## src/rtl/dna_align_pkg.sv

```systemverilog
// Shared edit-command types for the alignment back end: opcode encodings and
// the scheduler FSM state type.
package dna_align_pkg;

    typedef logic [2:0] edit_op_t;

    localparam edit_op_t OP_DELETE = 3'b000;
    localparam edit_op_t OP_INSERT = 3'b001;
    localparam edit_op_t OP_KEEP   = 3'b010;
    localparam edit_op_t OP_NOP    = 3'b011;

    typedef enum logic [1:0] {
        IDLE  = 2'd0,
        SEQ_B = 2'd1,
        SEQ_C = 2'd2,
        DONE  = 2'd3
    } sched_state_e;

endpackage

```

## src/rtl/edit_cmd_scheduler_classify.sv

```systemverilog
// Combinational opcode classifier: flags defined opcodes (MSB clear) and the
// DO NOTHING opcode.
module edit_op_classify
    import dna_align_pkg::*;
(
    input  edit_op_t op_i,
    output logic     is_defined_o,
    output logic     is_nop_o
);

    assign is_defined_o = ~op_i[2];
    assign is_nop_o     = (op_i == OP_NOP);

endmodule

```

## src/rtl/edit_cmd_scheduler.sv

```systemverilog
// Issues the snapshotted B then C edit-command vectors over a valid/ready port.
// Build option: EDIT_SKIP_NOP_EN suppresses DO NOTHING entries (one cycle each).
module edit_cmd_scheduler
    import dna_align_pkg::*;
#(
    parameter int LEN   = 7,
    parameter int IDX_W = $clog2(3*LEN+1)
) (
    input  logic                     clk,
    input  logic                     reset,
    input  logic                     start,
    input  logic [0:3*LEN][0:2]      cmds_b,
    input  logic [0:3*LEN][0:2]      cmds_c,
    output logic                     out_valid,
    input  logic                     out_ready,
    output logic                     out_seq,
    output logic [IDX_W-1:0]         out_idx,
    output logic [2:0]               out_op,
    output logic                     busy,
    output logic                     done,
    output logic                     err,
    output logic                     flag
);

    localparam int LAST = 3*LEN;

    sched_state_e        state_q, state_d;
    logic [IDX_W-1:0]    idx_q, idx_d;
    logic                err_q, err_d;
    logic [0:LAST][0:2]  snap_b_q, snap_c_q;

    edit_op_t cur_op;
    logic     cur_defined;
    logic     cur_nop;
    logic     in_seq;
    logic     skip;
    logic     hs;
    logic     advance;
    logic     at_last;

    assign in_seq = (state_q == SEQ_B) || (state_q == SEQ_C);
    assign cur_op = (state_q == SEQ_C) ? edit_op_t'(snap_c_q[idx_q])
                                       : edit_op_t'(snap_b_q[idx_q]);

    edit_op_classify u_classify (
        .op_i         (cur_op),
        .is_defined_o (cur_defined),
        .is_nop_o     (cur_nop)
    );

`ifdef EDIT_SKIP_NOP_EN
    assign skip = in_seq & cur_nop;
`else
    // DO NOTHING entries are presented like any other opcode in this build.
    assign skip = in_seq & cur_nop & 1'b0;
`endif

    assign out_valid = in_seq & ~skip;
    assign hs        = out_valid & out_ready;
    assign advance   = hs | skip;
    assign at_last   = (idx_q == IDX_W'(LAST));

    always_comb begin
        state_d = state_q;
        idx_d   = idx_q;
        err_d   = err_q;
        case (state_q)
            IDLE: begin
                if (start) begin
                    state_d = SEQ_B;
                    idx_d   = '0;
                    err_d   = 1'b0;
                end
            end
            SEQ_B: begin
                if (advance) begin
                    if (at_last) begin
                        state_d = SEQ_C;
                        idx_d   = '0;
                    end else begin
                        idx_d = idx_q + IDX_W'(1);
                    end
                end
            end
            SEQ_C: begin
                if (advance) begin
                    if (at_last) begin
                        state_d = DONE;
                        idx_d   = '0;
                    end else begin
                        idx_d = idx_q + IDX_W'(1);
                    end
                end
            end
            DONE: begin
                state_d = IDLE;
            end
            default: begin
                state_d = IDLE;
                idx_d   = '0;
            end
        endcase
        // Undefined opcodes still go out; err marks the run once one is accepted.
        if (hs && !cur_defined) begin
            err_d = 1'b1;
        end
    end

    always_ff @(posedge clk) begin
        if (reset) begin
            state_q <= IDLE;
            idx_q   <= '0;
            err_q   <= 1'b0;
        end else begin
            state_q <= state_d;
            idx_q   <= idx_d;
            err_q   <= err_d;
        end
    end

    // Snapshot is pure data; a stale copy is never visible because out_op is gated by state.
    always_ff @(posedge clk) begin
        if (state_q == IDLE && start) begin
            snap_b_q <= cmds_b;
            snap_c_q <= cmds_c;
        end
    end

    assign out_seq = (state_q == SEQ_C);
    assign out_idx = in_seq ? idx_q : '0;
    assign out_op  = in_seq ? cur_op : OP_DELETE;
    assign busy    = (state_q != IDLE);
    assign done    = (state_q == DONE);
    assign err     = err_q;
    assign flag    = (state_q == IDLE) || (state_q == DONE);

endmodule
```

## config.mk

```make
export PLATFORM = sky130hd
export DESIGN_NAME = edit_cmd_scheduler
export DESIGN_NICKNAME = d
export VERILOG_FILES = /design/src/rtl/dna_align_pkg.sv /design/src/rtl/edit_cmd_scheduler_classify.sv /design/src/rtl/edit_cmd_scheduler.sv
export SDC_FILE = /design/constraint.sdc
export NUM_CORES = 1
export LEC_CHECK = 0
export CORE_MARGIN = 4
export CORE_UTILIZATION = 45
export DETAILED_ROUTE_END_ITERATION = 10
export GPL_ROUTABILITY_DRIVEN = 1
export PLACE_DENSITY = 0.72
export SYNTH_ARGS = -nofsm -noshare
export SYNTH_HDL_FRONTEND = slang
export SYNTH_HIERARCHICAL = 1
export SYNTH_SLANG_ARGS = --single-unit
export TNS_END_PERCENT = 30
```

## constraint.sdc

```tcl
create_clock -name clk -period 5.6 [get_ports clk]
set_clock_uncertainty 0.15 [all_clocks]
set_input_delay 0.56 -clock clk [delete_from_list [all_inputs] [get_ports clk]]
set_output_delay 0.56 -clock clk [all_outputs]
set_load 0.1 [all_outputs]
```

Word-level counts from Yosys, hierarchy flattened
Index checks and enable logic that the tools add are counted.

cells by class
  add/subtract/negate cells = 1
  order comparisons = 1
  equality and inequality tests = 10
  multiplexer cells = 22
  bitwise gates (word level) = 2
  reductions and logical operators = 13

operators with widths
  kind                                                                    count
  3-bit binary-select mux with 5-bit select                               2
  5-bit two-way mux                                                       4
  3-bit two-way mux                                                       6
  2-bit two-way mux                                                       5
  5-bit case mux with 2 select lines                                      1
  2-bit case mux with 4 select lines                                      1
  2-bit nonzero test                                                      4
  6-bit greater-or-equal comparator (second input constant)               1
  2-bit by 1-bit != test with 1-bit output (second input constant)        3
  2-bit != test (second input constant)                                   3
  5-bit inverter with 6-bit output                                        1
  5-bit by 1-bit adder with 5-bit output (second input constant)          1
  5-bit equality test (second input constant)                             1
  5-bit AND reduction                                                     1
  2-bit equality test (second input constant)                             2
  1-bit two-way mux                                                       3
  3-bit AND reduction                                                     1
  2-bit by 1-bit equality test with 1-bit output (second input constant)  1
  1-bit logical AND                                                       2
  2-bit zero test                                                         1
  1-bit logical OR                                                        2
  2-bit AND reduction                                                     1
  2-bit OR reduction                                                      1
  1-bit bitwise AND                                                       1

word-level totals
  register bits after elaboration = 140
  input port bits = 136
  output and inout port bits = 14
  logic and storage cells = 96

Longest topological paths before layout
  depth in word-level cells = 8
  gate-level depth with buffers = 10

Modules after synthesis
Netlist, hierarchy kept.

by module, submodules not included
  module              times used  cells each  area an instance (um^2)
  edit_cmd_scheduler  1           320         5691.7
  edit_op_classify    1           2           12.5

Worst setup path after synthesis
Ideal clock, no wire load.

  path type = reg2out
  start point = register state_q[0]
  end point = output out_idx[1]
  arrival = 3.441 ns
  required time = 4.890 ns
  setup slack = 1.449 ns
  stages on the path, launching flop included = 6
  cell sequence = dfxtp_1 > inv_1 > ha_1 > clkbuf_1 > inv_1 > nor2_1

on the way
  longest elaborated chain between the ends = 3

RTL lines
  item                                                                                          line                       source
  start, declared                                                                               edit_cmd_scheduler.sv:27   sched_state_e state_q, state_d;
  start signal, assigned                                                                        edit_cmd_scheduler.sv:115  state_q <= state_d;
  2-bit by 1-bit equality test with 1-bit output / 2-bit equality test (equally long branches)  edit_cmd_scheduler.sv:41   assign in_seq = (state_q == SEQ_B) || (state_q == SEQ_C);
  1-bit logical OR *                                                                            edit_cmd_scheduler.sv:41
  via out_valid                                                                                 edit_cmd_scheduler.sv:14   output logic out_valid,
  5-bit two-way mux *                                                                           edit_cmd_scheduler.sv:130  assign out_idx = in_seq ? idx_q : '0;
  end, declared                                                                                 edit_cmd_scheduler.sv:17   output logic [IDX_W-1:0] out_idx,

The timed path passes the listed nets; every way through them passes the cells marked *.

Worst setup path in the final report
  start point = register idx_q[0]
  end point = output out_op[2]

on the way
  longest elaborated chain between the ends = 6

RTL lines
  item                                                                 line                                                source
  start, declared                                                      edit_cmd_scheduler.sv:28                            logic [IDX_W-1:0] idx_q, idx_d;
  start signal, assigned                                               edit_cmd_scheduler.sv:116                           idx_q <= idx_d;
  5-bit inverter with 6-bit output (not written as such) *             edit_cmd_scheduler.sv:42, edit_cmd_scheduler.sv:43
  3-bit binary-select mux with 5-bit select, on equally long branches  edit_cmd_scheduler.sv:43, edit_cmd_scheduler.sv:42
  3-bit two-way mux, on equally long branches (2 in series)            edit_cmd_scheduler.sv:43, edit_cmd_scheduler.sv:42
  3-bit two-way mux *                                                  edit_cmd_scheduler.sv:42                            assign cur_op = (state_q == SEQ_C) ? edit_op_t'(snap_c_q[idx_q])
  via cur_op[2]                                                        edit_cmd_scheduler.sv:32                            edit_op_t cur_op;
  3-bit two-way mux *                                                  edit_cmd_scheduler.sv:131                           assign out_op = in_seq ? cur_op : OP_DELETE;
  end, declared                                                        edit_cmd_scheduler.sv:18                            output logic [2:0] out_op,

The timed path passes the listed nets; every way through them passes the cells marked *. The select of a mux whose other input is x is not followed.

==> impl_summary.txt <==
----------------------------------------------------
[Place]
  DPL Wire Length ... ~9000 um
  Pre-CTS setup slack ... 1.497 ns
  Gp weighted congestion ... around 0.8
  Port-buffer cells ... about 150

[STA]
  RSZ-0062 raised after global routing ... no
  Tightest slew margin relative to the limit ... between 20% and 30%
  Fin crit period ... 4.521 ns
  Worst Hold Slack ... 0.3871 ns
  Maximum frequency from static timing analysis ... 221.2 MHz
  Final WS setup ... 1.079 ns
  Total count of hold-check failures in the final report ... 0
  Final count of negative-setup-slack endpoints ... 0
  Slew @ Worst Pin ... 1.082 ns
  Post-route fraction of the period consumed by the critical path ... 80.74%
  Setup tns final ... 0 ns
  Number of slew-limit violations in the final report ... 0

[Floorplanning]
  Total die area ... 14520 sq um
  FP Rows ... 40
  Die extent in x ... 120.5 um
  Vertical extent of the die ... 120.5 um
  Initial cell density of the core ... 46.64%
  Top-level I/O count ... 150
  Area of the placeable core ... roughly 12000 sq um

[Clocking]
  Count of hold-fix buffers inserted at cts ... 0
  CTS clock-pin slew for the worst setup and hold paths ... 0.05 ns
  Setup bufs post-CTS ... 0
  Num CTS Buffers ... 17
  Clock Latency Late Sink ... 0.41 ns
  Number of gates given a new drive strength after cts ... 0
  Cell chosen for the clock root ... clkbuf_16
  H-tree levels ... 4
  Number of sinks on the clock net ... 140
  Clock tree from TritonCTS ... built
  Bufs on Longest Clock Path ... 2

[Critical path]
  Register-to-register path setup slack ... 2.81 ns
  Data arrival time of the critical path ... 3.81 ns
  Crit-path max FO ... 23
  Destination of the worst register-to-register timing path ... err
  Reg2reg path depth ... 9
  Critical path class ... reg2out
  Data required, critical path ... 4.89 ns
  CP Capture Type ... output pin
  Reg-to-Reg Start ... idx_q[0]
  Kind of launch point of the worst setup path ... register

[Cells and area]
  Layout overhead on the synthesized area ... 38.31%
  Nets ... 619
  Most common cell after layout, fill and taps aside ... clkdlybuf4s50_1
  Top library cells by usage in the layout, fill and taps aside ... clkdlybuf4s50_1 (149), edfxtp_1 (132), mux2i_1 (33)
  Total inserted antenna cells ... 0
  Share of cells above drive strength 1 ... 10.63%

[Global route]
  First-pass GRT wire length ... roughly 19000 um
  Overall overflow remaining after global route ... 0
  Number of antenna violations at the first check in global routing ... 0
  Largest net degree at the start of global routing ... 92
  Vias in the first global route ... roughly 3.7k
  Global router's overall resource usage ... between 10% and 20%

[Power and ir drop]
  Combinational power share ... 29.5%
  Switching power of the nets ... 1.175 mW
  Cell leakage power ... approximately 2.6 nW
  Total power ... 3.689 mW
  Power density over the cells ... 468.3 nW/um^2
  Cell internal pwr ... ~2.5 mW
  Clock Power Share ... 28.1%
  Sequential power share ... between 40% and 50%
  Worst voltage drop across the vdd grid ... about 0.26 mV
  Share of total power consumed by net switching ... a little under a third

[Routing]
  Vias ... between 3k and 4k
  Residual DRC ... 0
  Detailed-router iteration count before antenna repair ... 4
  First-iteration detailed-routing DRC count ... 277
  Number of vias per cell ... 5.116
  Antenna-violating nets left ... 0
  Avg WL per Cell ... 18.63 um
  Wirelength, routed ... ~12000 um

[Worst hold path]
  Min-Delay Path Depth ... 2
  Launch instance of the worst min-delay path ... err
  WHS Endpoint ... err
  Worst hold path type ... reg2reg

[Synth]
  Gate count of the mapped netlist ... 321
  Warnings from Yosys ... 6
  Cell area after synthesis ... 5695 sq um
  Net count of the mapped netlist ... 463
  Mapped Avg Cell Area ... 17.74 sq um

[Run]
  MaxCap Viol Count ... 0

[Status]
  Run status ... finished clean

----------------------------------------------------
==> final cells by class <==
type                    count  area (sq um)
well taps                 168         210.2
fillers                   899          4334
repair buffers            152          1514
clock buffers              21         440.4
inverters                   8         32.53
clock inverters            10         100.1
flip-flops and latches    140          4126
multi-input cells         158          1454
==> stage by stage <==
step,std cells,instance area [sq um],util (%)
floorplan,321,5695,-
global placement,626,7337,60.08
detailed placement,626,7337,60.08
CTS,657,7878,64.51
global route,657,7878,64.51
finish,657,7878,64.51
==> state kept, by name, summed over array words and instances, names as in the netlist <==
register	cells
state_q	2
snap_c_q	66
idx_q	5
err	1
snap_b_q	66
==> worst max-delay path, stage by stage, from the launching register on <==
cell	delay (ns)
dfxtp_2	0.78
buf_4	0.41
mux2i_1	0.30
o22ai_1	0.13
a22o_1	0.27
a221o_1	0.34
and2_1	0.18
clkdlybuf4s50_1	0.97
==> worst max path at each step <==
stage	start	cells past startpoint	end	slack [ns]
floorplan	state_q[0]	5	out_idx[1]	1.45
global placement	idx_q[1]	7	out_op[2]	1.51
detailed placement	idx_q[0]	7	out_op[2]	1.50
CTS	idx_q[0]	7	out_op[2]	1.03
global route	idx_q[0]	7	out_op[2]	0.91
finish	idx_q[0]	7	out_op[2]	1.08
==> power by group through the flow <==
stage	Combinational, mW	Sequential (mW)	Clock (mW)
final	1.09	1.57	1.04
after global routing	1.16	1.60	1.10
after CTS	1.10	1.57	1.06
after detailed placement	1.09	1.59	0
after global placement	1.07	1.58	0
after floorplan	0.822	1.56	0
==> routing by layer <==
layer  track usage, %  wire [um]  vias up
li1                 -          -     1586
met1            21.01       4923     1636
met2            28.47       6313      126
met3            6.782        863       13
met4            6.799        142        0
met5                0          0        -
(Power assumes the default switching activity.)
